--- src/rtl/risc_defs.sv ---
// Shared RISC definitions used by the datapath and the boot loader.
// Contents: instruction/byte widths, byte-lane constants, the loader FSM
// state encoding, and a helper that decodes the loader's busy states.
package risc_defs;

  localparam int INSTR_W         = 32;
  localparam int BYTE_W          = 8;
  localparam int BYTES_PER_INSTR = INSTR_W / BYTE_W;
  localparam int LANE_IDX_W      = 2;

  // Little-endian lane numbering: lane 0 holds bits 7:0, lane 3 holds bits 31:24.
  localparam logic [LANE_IDX_W-1:0] LANE_FIRST = 2'd0;
  localparam logic [LANE_IDX_W-1:0] LANE_LAST  = 2'd3;

  typedef enum logic [2:0] {
    ST_IDLE  = 3'd0,
    ST_LOAD  = 3'd1,
    ST_WRITE = 3'd2,
    ST_CHECK = 3'd3,
    ST_DONE  = 3'd4
  } loader_state_t;

  function automatic logic is_busy_state(input loader_state_t s);
    return (s == ST_LOAD) || (s == ST_WRITE) || (s == ST_CHECK);
  endfunction

endpackage

--- src/rtl/byte_assembler.sv ---
// Assembles a little-endian byte stream into 32-bit words.
// Ports:
//   clk, Reset   - system clock, synchronous active-high reset
//   clear        - discards any partial word and restarts at lane 0
//   byte_en      - a byte is accepted this cycle
//   byte_data    - the accepted byte
//   word_valid   - high in the cycle the 4th byte of a word is accepted
//   word_next    - the complete word including the byte being accepted;
//                  meaningful while word_valid is high
module byte_assembler
  import risc_defs::*;
(
  input  logic               clk,
  input  logic               Reset,
  input  logic               clear,
  input  logic               byte_en,
  input  logic [BYTE_W-1:0]  byte_data,
  output logic               word_valid,
  output logic [INSTR_W-1:0] word_next
);

  logic [LANE_IDX_W-1:0] lane;
  logic [INSTR_W-1:0]    shift_q;

  // Bytes enter at the top and move down, so after four bytes the first
  // one sits in bits 7:0.
  assign word_next  = {byte_data, shift_q[INSTR_W-1:BYTE_W]};
  assign word_valid = byte_en && (lane == LANE_LAST);

  always_ff @(posedge clk) begin
    if (Reset || clear) begin
      lane    <= LANE_FIRST;
      shift_q <= '0;
    end else if (byte_en) begin
      lane    <= lane + 1'b1;   // wraps 3 -> 0 at a word boundary
      shift_q <= word_next;
    end
  end

endmodule

--- src/rtl/imem_loader.sv ---
// Boot-time instruction-memory writer. Takes a byte stream, writes whole
// instructions to imem from address 0 upward, then checks a trailing
// checksum word against the running sum and releases the core on success.
// Ports:
//   clk, Reset              - system clock, synchronous active-high reset
//   start, word_count       - begin a load of word_count instructions
//   byte_data/valid/ready   - incoming byte stream handshake
//   imem_we/addr/wdata      - instruction memory write port
//   cpu_hold                - core reset; low only after a good load
//   busy, done, cksum_err   - status
//
// state    | meaning
// ---------+--------------------------------------------------------
// ST_IDLE  | waiting for start, core held
// ST_LOAD  | collecting bytes of the next instruction
// ST_WRITE | one-cycle imem write, sum update, word counter advance
// ST_CHECK | collecting the checksum word
// ST_DONE  | load finished; cksum_err valid, start re-arms
module imem_loader
  import risc_defs::*;
#(
  parameter int ADDR_W = 6
) (
  input  logic               clk,
  input  logic               Reset,
  input  logic               start,
  input  logic [ADDR_W:0]    word_count,
  input  logic [BYTE_W-1:0]  byte_data,
  input  logic               byte_valid,
  output logic               byte_ready,
  output logic               imem_we,
  output logic [ADDR_W-1:0]  imem_addr,
  output logic [INSTR_W-1:0] imem_wdata,
  output logic               cpu_hold,
  output logic               busy,
  output logic               done,
  output logic               cksum_err
);

  localparam logic [ADDR_W:0] MAX_WORDS = {1'b1, {ADDR_W{1'b0}}};

  loader_state_t      state, state_nxt;
  logic               cksum_err_nxt;
  logic [ADDR_W:0]    count_q;
  logic [ADDR_W:0]    word_cnt;
  logic [ADDR_W:0]    word_cnt_inc;
  logic [INSTR_W-1:0] sum;
  logic               byte_en;
  logic               start_ok;
  logic               count_bad;
  logic               asm_word_valid;
  logic [INSTR_W-1:0] asm_word;

  // byte_ready is a register, so the handshake has no combinational
  // path from byte_valid back to byte_ready.
  assign byte_en      = byte_valid && byte_ready;
  assign start_ok     = start && ((state == ST_IDLE) || (state == ST_DONE));
  assign count_bad    = (word_count == '0) || (word_count > MAX_WORDS);
  assign word_cnt_inc = word_cnt + 1'b1;   // one spare bit, so 2^ADDR_W fits

  byte_assembler u_asm (
    .clk        (clk),
    .Reset      (Reset),
    .clear      (start_ok),
    .byte_en    (byte_en),
    .byte_data  (byte_data),
    .word_valid (asm_word_valid),
    .word_next  (asm_word)
  );

  always_comb begin
    state_nxt     = state;
    cksum_err_nxt = cksum_err;
    case (state)
      ST_IDLE, ST_DONE: begin
        if (start) begin
          state_nxt     = count_bad ? ST_DONE : ST_LOAD;
          cksum_err_nxt = count_bad;
        end
      end
      ST_LOAD: begin
        if (asm_word_valid) state_nxt = ST_WRITE;
      end
      ST_WRITE: begin
        state_nxt = (word_cnt_inc == count_q) ? ST_CHECK : ST_LOAD;
      end
      ST_CHECK: begin
        if (asm_word_valid) begin
          state_nxt     = ST_DONE;
          cksum_err_nxt = (asm_word != sum);
        end
      end
      default: state_nxt = ST_IDLE;
    endcase
  end

  // Outputs are registered from the next state so they line up with it.
  always_ff @(posedge clk) begin
    if (Reset) begin
      state      <= ST_IDLE;
      cksum_err  <= 1'b0;
      byte_ready <= 1'b0;
      imem_we    <= 1'b0;
      imem_addr  <= '0;
      imem_wdata <= '0;
      cpu_hold   <= 1'b1;
      busy       <= 1'b0;
      done       <= 1'b0;
      count_q    <= '0;
      word_cnt   <= '0;
      sum        <= '0;
    end else begin
      state      <= state_nxt;
      cksum_err  <= cksum_err_nxt;
      byte_ready <= (state_nxt == ST_LOAD) || (state_nxt == ST_CHECK);
      imem_we    <= (state_nxt == ST_WRITE);
      busy       <= is_busy_state(state_nxt);
      done       <= (state_nxt == ST_DONE);
      cpu_hold   <= !((state_nxt == ST_DONE) && !cksum_err_nxt);

      if (start_ok && !count_bad) begin
        count_q  <= word_count;
        word_cnt <= '0;
        sum      <= '0;
      end

      if ((state == ST_LOAD) && asm_word_valid) begin
        imem_addr  <= word_cnt[ADDR_W-1:0];
        imem_wdata <= asm_word;
      end

      if (state == ST_WRITE) begin
        word_cnt <= word_cnt_inc;
        sum      <= sum + imem_wdata;
      end
    end
  end

endmodule

--- config.mk ---
export PLATFORM = sky130hd
export DESIGN_NAME = imem_loader
export DESIGN_NICKNAME = d
export VERILOG_FILES = /design/src/rtl/risc_defs.sv /design/src/rtl/byte_assembler.sv /design/src/rtl/imem_loader.sv
export SDC_FILE = /design/constraint.sdc
export NUM_CORES = 1
export LEC_CHECK = 0
export BUFFER_PORTS_ARGS = -buffer_cell sky130_fd_sc_hd__buf_2
export CAP_MARGIN = 15
export CORE_ASPECT_RATIO = 1.75
export CORE_MARGIN = 8
export CORE_UTILIZATION = 40
export CTS_BUF_LIST = sky130_fd_sc_hd__clkbuf_4 sky130_fd_sc_hd__clkbuf_8 sky130_fd_sc_hd__clkbuf_16
export CTS_CLUSTER_SIZE = 24
export DETAILED_ROUTE_END_ITERATION = 16
export GPL_ROUTABILITY_DRIVEN = 0
export PLACE_DENSITY = 0.66
export REMOVE_ABC_BUFFERS = 1
export SYNTH_ARGS = -nofsm -noshare
export SYNTH_HDL_FRONTEND = slang
export SYNTH_SLANG_ARGS = --single-unit
--- constraint.sdc ---
create_clock -name clk -period 3.4 [get_ports clk]
set_input_delay 0.34 -clock clk [delete_from_list [all_inputs] [get_ports clk]]
set_output_delay 0.34 -clock clk [all_outputs]
set_load 0.005 [all_outputs]
==> impl_results.md <==
- Post-CTS Setup Repair Bufs: 0
- Crit. End Element: flip-flop
- Worst skew pair latency: ~420 ps
- CP required: 3710 ps
- Final hold violations: 0
- Num rows: 60
- Achievable clock frequency: between 300 and 400 MHz
- Post-synth EDFFs: 0
- Min-Delay Path Class: in2reg
- Status: finished, final reports clean
- Setup Crit Path Kind: reg2reg
- Final setup margin: around 500 ps
- # resized after CTS: 0
- Num Clock Sinks: ~120
- Power Dens Cells: 474 mW/mm2
- Die H: between 150 and 200 um
- Yosys warns: 0
- DR iter-0 viols: between 300 and 400
- Clock tree buffer depth: 2
- H-tree levels: 4
- Seq/Total Area, Yosys: 0.383
- Pin count of the biggest net entering global routing: around 40
- Average vias per placed instance: 5.45
- Setup violators final: 0
- Worst hold margin: around 170 ps
- Area delta synth->final: 18.1%
- Final wirelength: between 15,000 and 20,000 um
- Die area: between 0.015 and 0.02 mm2
- Nets@finish: 888
- Post-route clock period utilization: 0.850
- Syn Area/Cell: 7.98 um2
- Pins Over Slew Limit: 0
- Gate Count Post-Synth: between 700 and 800
- Synth Cell Area: 0.00622 mm2
- Clk root buf: clkbuf_16
- Ant diodes: 0
- Worst-path clk slew: 60 ps
- Asr flop ratio synth: 0
- Clk_skew: between 5 and 6 ps
- Leak pwr: 3.00 nW
- Vias in the first global route: 5,551
- Pre-CTS WS: approximately 560 ps
- Register Area: 0.00238 mm2
- # DRC: 0
- Die W: between 100 and 150 um
- Initial DRT Pass Iterations: 5
- Core area: 0.0153 mm2
- Primary FF master, synth: dfxtp_1
- Routed via count: between 5,000 and 6,000
- Crit path max fanout: 4
- Synth unique cells: 63
- Flops & latches, synth: approximately 120
- Peak supply drop: roughly 330 uV
- Remaining Overflow, GRT: 0
- Layout cells sized above 1: 0.143
- RSZ-0062 raised after global routing: false
- Crit path DAT: roughly 3200 ps
- GRT Overall Usage: 0.185
- Relative slew margins: 0.280
- CP Launch Type: flip-flop
- Routed len/inst: roughly 17 um
- CTS tree: built
- MaxCap Viol Count: 0
- Worst-margin pin slew: around 1100 ps
- Crit path time final: just under 3000 ps
- Cts bufs inserted: 17
- # fillers: around 1,600
- Input/output buffers: 62
- CTS Hold Bufs: 0
- Multi-input logic area: roughly 0.0037 mm2
- Starting Density: 0.406
- Final ANT Viol Nets: 0
- Dpl hpwl: 13,300 um
- Global-route wire length before repair: approximately 29,000 um
- Count of boundary I/O pins: 63
- Initial antenna violation count: 0
## sequential cells by signal, summed over array words and instances, names as in the netlist, 2 cells and up
name	count
state	3
word_cnt	7
u_asm.shift_q	24
imem_wdata	32
sum	32
u_asm.lane	2
count_q	7
imem_addr	6
## worst paths after layout
| check | start | to | slack, ps | depth (start not counted) |
|---|---|---|---|---|
| max | imem_wdata[0] | sum[30] | 510 | 11 |
| min | word_count[4] | count_q[4] | 170 | 3 |
| max reg2reg | imem_wdata[0] | sum[30] | 510 | 11 |
| min reg2reg | imem_addr[3] | imem_addr[3] | 450 | 2 |
## through the flow
stage,cells,cell area (um2),power [W],util,TNS (ps)
6_report,1034,7350,0.00348,0.480,0
3_5_place_dp,1002,6710,0.00157,0.438,0
3_3_place_gp,1002,6710,0.00157,0.438,0
4_1_cts,1034,7350,0.00350,0.480,0
2_1_floorplan,744,6080,0.00150,-,-2790
5_1_grt,1034,7350,0.00358,0.480,0
## layer usage
layer,GRT usage,up-vias,part of all wire
li1,-,2824,-
met1,0.194,2640,0.39
met2,0.324,125,0.53
met3,0.0417,47,0.036
met4,0.108,0,0.046
met5,0,-,0
## layout make-up
cell class	count	area share
inverter	2	0.00102
multi-input combinational	623	0.504
timing repair buffer	72	0.0525
tap	186	0.0317
clock buffer	18	0.0598
clock inverter	14	0.0272
sequential	119	0.324
## cell usage after synthesis (2+ instances only)
cell type	number	area, um2
nor3_1	9	45.0
dfxtp_1	119	2380
nand2b_1	6	37.5
and2_1	5	31.3
o22ai_1	2	12.5
ha_1	33	413
o211ai_1	2	15.0
a31oi_1	3	18.8
a21oi_1	112	561
nor4_1	4	25.0
a21o_1	19	143
a22oi_1	7	52.6
nand2_1	182	683
o21ai_0	13	65.1
a2111oi_0	2	17.5
o21a_1	5	37.5
and3_1	9	56.3
o21ai_2	2	17.5
xnor2_1	46	403
nand2_2	2	12.5
nand3b_1	3	22.5
nor2b_1	8	50.1
nor2_1	45	169
o21ai_1	15	75.1
nand3_1	21	105
nand4b_1	2	17.5
clkbuf_1	34	128
nand4_1	9	56.3
a221o_1	2	20.0
inv_1	2	7.51
xor2_1	20	175
nor3b_1	6	45.0
## cells by family after synthesis
family                   Yosys count  synth area share
AND/OR/NAND/NOR                  316             0.223
AO/OA/AOI/OAI                    205             0.204
flip-flops                       119             0.383
XOR/XNOR                          66            0.0929
buffers and inverters             38            0.0231
adder cells (fa/ha/maj)           34            0.0696
multiplexers                       2           0.00402
## layout by cell type, fill, tap and decap left out, types with 10 or more instances in the layout
| cell type | count |
|---|---|
| buf_2 | 62 |
| clkbuf_16 | 17 |
| dfxtp_1 | 119 |
| buf_4 | 10 |
| xnor2_1 | 46 |
| a21o_1 | 19 |
| a21oi_1 | 112 |
| nand3_1 | 21 |
| xor2_1 | 20 |
| ha_1 | 33 |
| o21ai_1 | 15 |
| nor2_1 | 45 |
| o21ai_0 | 13 |
| nand2_1 | 182 |
## worst max-delay path, stage by stage (launching register included)
cell and delay, ps:
dfxtp_1 320, ha_1 230, fa_1 400, a21o_1 170, a21o_1 190, nand2_2 110
a21oi_4 90, a221oi_4 420, o31ai_2 190, a22oi_2 240, a21oi_2 90, a221o_1 300
## where the power goes
part           internal, W  switching, W  total (W)
registers          0.00141    0.00000928    0.00142
clock network      0.00125      0.000692    0.00194
logic            0.0000375     0.0000848   0.000122
(Power assumes the default switching activity.)
